===== config.mk =====
export PLATFORM = sky130hd
export DESIGN_NAME = instruction_fetch_unit
export DESIGN_NICKNAME = d
export VERILOG_FILES = /design/src/rtl/instruction_fetch_unit_pkg.sv /design/src/rtl/instruction_fetch_unit_fifo.sv /design/src/rtl/instruction_fetch_unit.sv
export SDC_FILE = /design/constraint.sdc
export NUM_CORES = 1
export LEC_CHECK = 0
export CORE_MARGIN = 2
export CORE_UTILIZATION = 43
export DETAILED_ROUTE_END_ITERATION = 12
export GPL_ROUTABILITY_DRIVEN = 0
export PLACE_DENSITY = 0.64
export SLEW_MARGIN = 20
export SYNTH_ARGS = -nofsm -noshare
export SYNTH_HDL_FRONTEND = slang
export SYNTH_SLANG_ARGS = --single-unit

===== constraint.sdc =====
create_clock -name clock -period 9 [get_ports clock]
set_clock_uncertainty 0.2 [all_clocks]
set_input_delay 1.8 -clock clock [delete_from_list [all_inputs] [get_ports clock]]
set_output_delay 1.8 -clock clock [all_outputs]
set_load 0.05 [all_outputs]

===== src/rtl/instruction_fetch_unit_pkg.sv =====
// Shared fetch-stage types: machine word, fetch FIFO entry,
// and the default fetch queue depth.
package instruction_fetch_unit_pkg;

  typedef logic [31:0] word;

  typedef struct packed {
    word addr;
    word instr;
  } fetch_entry_t;

  localparam int IFU_DEPTH = 4;

endpackage


===== src/rtl/instruction_fetch_unit_fifo.sv =====
// Small synchronous FIFO with clear, count and head.
// Clear takes priority over push and pop.
module fetch_fifo #(
  parameter type T     = logic [31:0],
  parameter int  DEPTH = 4,
  parameter int  CNT_W = $clog2(DEPTH) + 1
) (
  input  logic             clock,
  input  logic             reset,
  input  logic             clear,
  input  logic             push,
  input  T                 push_data,
  input  logic             pop,
  output logic [CNT_W-1:0] count,
  output T                 head
);

  localparam int PTR_W = $clog2(DEPTH);
  localparam logic [CNT_W-1:0] FULL = CNT_W'(DEPTH);

  T mem [DEPTH];

  logic [PTR_W-1:0] wr_ptr;
  logic [PTR_W-1:0] rd_ptr;
  logic             do_push;
  logic             do_pop;

  assign do_push = push && (count != FULL);
  assign do_pop  = pop && (count != '0);
  assign head    = mem[rd_ptr];

  always_ff @(posedge clock) begin
    if (do_push)
      mem[wr_ptr] <= push_data;
  end

  always_ff @(posedge clock) begin
    if (reset || clear) begin
      wr_ptr <= '0;
      rd_ptr <= '0;
      count  <= '0;
    end else begin
      if (do_push)
        wr_ptr <= wr_ptr + 1'b1;
      if (do_pop)
        rd_ptr <= rd_ptr + 1'b1;
      count <= count + CNT_W'(do_push)
                     - CNT_W'(do_pop);
    end
  end

endmodule


===== src/rtl/instruction_fetch_unit.sv =====
// Fetch unit: issues PC addresses to imem under a credit limit,
// pairs responses with addresses, drops stale ones after a flush.
module instruction_fetch_unit
  import instruction_fetch_unit_pkg::*;
#(
  parameter int DEPTH = IFU_DEPTH,
  parameter int CNT_W = $clog2(DEPTH) + 1
) (
  input  logic        clock,
  input  logic        reset,
  input  logic [31:0] s1a_instruction_addr,
  input  logic        do_flush,
  input  logic        stall,
  output logic        pc_stall,
  output logic        imem_req_valid,
  output logic [31:0] imem_req_addr,
  input  logic        imem_req_ready,
  input  logic        imem_resp_valid,
  input  logic [31:0] imem_resp_data,
  output logic        s2_valid,
  output logic [31:0] s2_instruction,
  output logic [31:0] s2_instruction_addr
);

  localparam logic [CNT_W:0] LIMIT = (CNT_W + 1)'(DEPTH);

  logic [CNT_W-1:0] outstanding;
  logic [CNT_W-1:0] fifo_count;
  logic [CNT_W-1:0] drop_cnt;
  logic [CNT_W:0]   used;

  word          pend_head;
  fetch_entry_t resp_entry;
  fetch_entry_t out_head;

  logic space;
  logic issue;
  logic resp;
  logic discard;
  logic pop;

  // Credit counts both in-flight fetches and buffered entries.
  assign used  = {1'b0, outstanding} + {1'b0, fifo_count};
  assign space = used < LIMIT;

  assign imem_req_valid = !reset && space;
  assign imem_req_addr  = s1a_instruction_addr;
  assign issue          = imem_req_valid && imem_req_ready;
  assign pc_stall       = !issue;

  assign resp    = imem_resp_valid && (outstanding != '0);
  assign discard = do_flush || (drop_cnt != '0);

  assign s2_valid = (fifo_count != '0) && !do_flush;
  assign pop      = s2_valid && !stall;

  assign resp_entry = '{addr: pend_head, instr: imem_resp_data};

  assign s2_instruction      = out_head.instr;
  assign s2_instruction_addr = out_head.addr;

  fetch_fifo #(
    .T     (word),
    .DEPTH (DEPTH),
    .CNT_W (CNT_W)
  ) u_pend (
    .clock     (clock),
    .reset     (reset),
    .clear     (1'b0),
    .push      (issue),
    .push_data (s1a_instruction_addr),
    .pop       (resp),
    .count     (outstanding),
    .head      (pend_head)
  );

  fetch_fifo #(
    .T     (fetch_entry_t),
    .DEPTH (DEPTH),
    .CNT_W (CNT_W)
  ) u_out (
    .clock     (clock),
    .reset     (reset),
    .clear     (do_flush),
    .push      (resp && !discard),
    .push_data (resp_entry),
    .pop       (pop),
    .count     (fifo_count),
    .head      (out_head)
  );

  // The fetch issued in a flush cycle is the new target, so it
  // is not counted among the responses to drop.
  always_ff @(posedge clock) begin
    if (reset)
      drop_cnt <= '0;
    else if (do_flush)
      drop_cnt <= outstanding - CNT_W'(resp);
    else if (resp && (drop_cnt != '0))
      drop_cnt <= drop_cnt - 1'b1;
  end

  a_resp_legal: assert property (
    @(posedge clock) disable iff (reset)
    imem_resp_valid |-> (outstanding != '0)
  );

  a_credit_bound: assert property (
    @(posedge clock) disable iff (reset)
    (used <= LIMIT) && (drop_cnt <= CNT_W'(DEPTH))
  );

endmodule


==> flow_summary.yaml <==
power_and_ir_drop:
  comb_power_share_pct: 15.2
  leakage_nw: 5.87
  switchingPower_mw: 1.18
  power_density_nw_per_um2: 254
  p_int_mw: 3.57
  p_seq_share_pct: 48.1
  p_clk_share_pct: 36.7
  sw_frac_of_total_pct: 24.8
  ir_drop_uv: 151
timing:
  hold_viol_final: 0
  setup_tns_ns: 0
  slew_violations: 0
  finalSetupViolations: 0
  clock.fmax_mhz: 167
  rsz0062_at_grt: "no"
  final.min_clock_period_ns: 5.99
  relSlewSlack_pct: 27.9
  tightestPinTransition_ns: 1.08
  period_share_pct: 66.6
synthesis:
  netlist_area_um2: 15300
  yosysSeqAreaShare_pct: 78.1
  syn_avg_cell_area_um2: 22.9
  synth_ff_type: "edfxtp_1"
  yosysTopAreaCellShare_pct: 75.3
  syn-num-nets: 757
  yosysWarnings: 0
  synth-xor-area-share_pct: 0.343
  yosys_register_bits: 405
  yosys.area_share.simple_pct: 1.64
  synth_common_cells: "384 x edfxtp_1, 96 x mux4_2, 38 x buf_4"
  synth_edf_count: 384
  synth_cell_type_count: 39
  synth_top_family_by_area: "multiplexers"
  synth_compound_area_share_pct: 0.834
  yosys.area.top_type: "edfxtp_1"
  synth-adder-area-share_pct: 1.73
  async_reset_ff_share_pct: 0
  synthCells: 667
  yosysMostFrequentCell: "edfxtp_1"
  synthTopCellsByArea: "edfxtp_1 75%, mux4_2 14%, dfxtp_1 2.7%"
  synth_mux_area_share_pct: 14.5
global_route:
  grt_pass1_vias: 7170
  overflow: 0
  antenna_found_initial: 1
  grt_pass1_wl_um: 42100
  grt_max_degree: 65
  grt.total_usage_pct: 15.2
setup_path:
  worstSetupEndpointType: "output pin"
  cp_data_arrival_time_ns: 3.99
  cp_max_fo: 17
  required_ns: 7.00
  startpoint_type: "input pin"
  crit_type: "input pin to output pin"
final_layout:
  fill_cells: 2781
  drive_gt1_share_pct: 20.6
  diodes: 0
  layout.nets: 920
  finish.utilization_pct: 52.9
  layout.area.seq_um2: 12000
  area_growth_pct: 22.1
  multi_input_area_um2: 2930
flow_run:
  timing.max_cap.violations: 0
cts:
  cts_hold_buffers: 0
  ctsHtreeMaxLevel: 2
  cts_setup_buffers: 0
  clk_pin_slew_ns: 0.06
  clockRootBuffer: "clkbuf_16"
  cts.sinks: 405
  clock_path_buffers: 3
  clk_latency_ns: 0.54
  numCtsBuffers: 42
  post_cts_resize_count: 0
  cts_tree: "built"
detailed_routing:
  vias: 6788
  drc: 0
  drt_iter0_markers: 326
  vias_per_cell: 5.12
  drt-total-wl_um: 27800
  avgRoutedWirePerCell_um: 21.0
  dr.pass1.iters: 4
  ant_nets: 0
floorplan:
  rows: 69
  core_area_um2: 35300
  pin_count: 169
  dieArea_um2: 37100
  initial_core_util_pct: 43.3
  die_x_um: 193
  die_h_um: 193
outcome:
  status: "finished, final reports clean"
place:
  dpl.hpwl_um: 14800
  io_buffer_count: 168
worst_hold_path:
  hp-class: "flip-flop to flip-flop"
cell families (layout without fill, tap and decap cells):
kind of cell | after synthesis | in the layout
DFF | 405 | 405
xor gates and xnor gates | 6 | 6
muxes | 102 | 102
and+or+nand+nor | 47 | 47
adders and majority gates | 20 | 20
AOI/OAI and AO/OA | 12 | 12
buffers and inverters | 75 | 272
through the flow:
stage	hold WS (ns)	worst slack [ns]	cells	power (mW)	cell area, um^2
global placement	0.255	3.06	1246	3.04	17300
detailed placement	0.255	2.97	1246	3.06	17300
finish	0.274	3.01	1325	4.75	18700
global route	0.285	2.88	1325	4.95	18700
floorplan	0.246	3.86	667	2.83	15300
CTS	0.269	2.96	1324	4.82	18700
area by class of cell:
cell class / instances / share of cell area [%]
Clock buffer: 54 / 5.86
Clock inverter: 24 / 1.62
Tap cell: 461 / 3.09
Inverter: 19 / 0.382
Timing Repair Buffer: 175 / 9.35
Multi-Input combinational cell: 187 / 15.7
Sequential cell: 405 / 64.0
state kept, by name, indices dropped and copies added (netlist names), named ones only:
| signal | count |
|---|---|
| u_out.mem | 256 |
| u_pend.mem | 128 |
| drop_cnt | 3 |
| u_out.count | 3 |
| u_pend.count | 3 |
| u_out.rd_ptr | 2 |
| u_out.wr_ptr | 2 |
| u_pend.rd_ptr | 2 |
| u_pend.wr_ptr | 2 |
cells in the final DEF, fill, tap and decap left out, drive strengths merged, types with 2 or more instances in the layout:
cell and n:
mux4 96, nor2b 2, nand2b 3, nand2 7, nand4 3, mux2i 5
buf 7, a21oi 3, a2111oi 2, clkdlybuf4s50 168, dfxtp 21, fa 2
clkbuf 54, o31ai 2, or3 2, ha 18, xnor2 6, and2 11
bufinv 6, nor3 3, inv 22, edfxtp 384, nor2 10, clkinv 15
critical path: stages:
cell             delay, ns
clkdlybuf4s50_1       0.70
nor4_1                0.46
and2_1                0.22
clkdlybuf4s50_1       0.81
routing by layer:
layer	GRT usage (%)	part of all wire, %	vias to the layer above
met5	0	0.047	-
met2	25.7	50	168
li1	-	-	3050
met3	4.07	6.1	48
met1	19.6	42	3520
met4	3.99	1.8	2
power groups by stage:
stage | registers [mW] | clock network [mW] | logic (mW)
finish | 2.29 | 1.75 | 0.721
global route | 2.30 | 1.87 | 0.779
CTS | 2.29 | 1.79 | 0.737
detailed placement | 2.33 | 0 | 0.734
global placement | 2.32 | 0 | 0.720
floorplan | 2.31 | 0 | 0.521
final timing paths:
check | start | slack (ns) | cells past startpoint | end
setup / recovery | reset | 3.01 | 4 | imem_req_valid
hold / removal | u_out.rd_ptr[1]$_SDFFE_PP0P_ | 0.27 | 2 | flip-flop
setup reg to reg | drop_cnt[1]$_SDFFE_PP0P_ | 5.95 | 6 | u_out.mem[1][2]$_DFFE_PP_
hold reg to reg | u_out.rd_ptr[1]$_SDFFE_PP0P_ | 0.27 | 2 | flip-flop
Note: power is estimated with default switching activity, not from simulation.
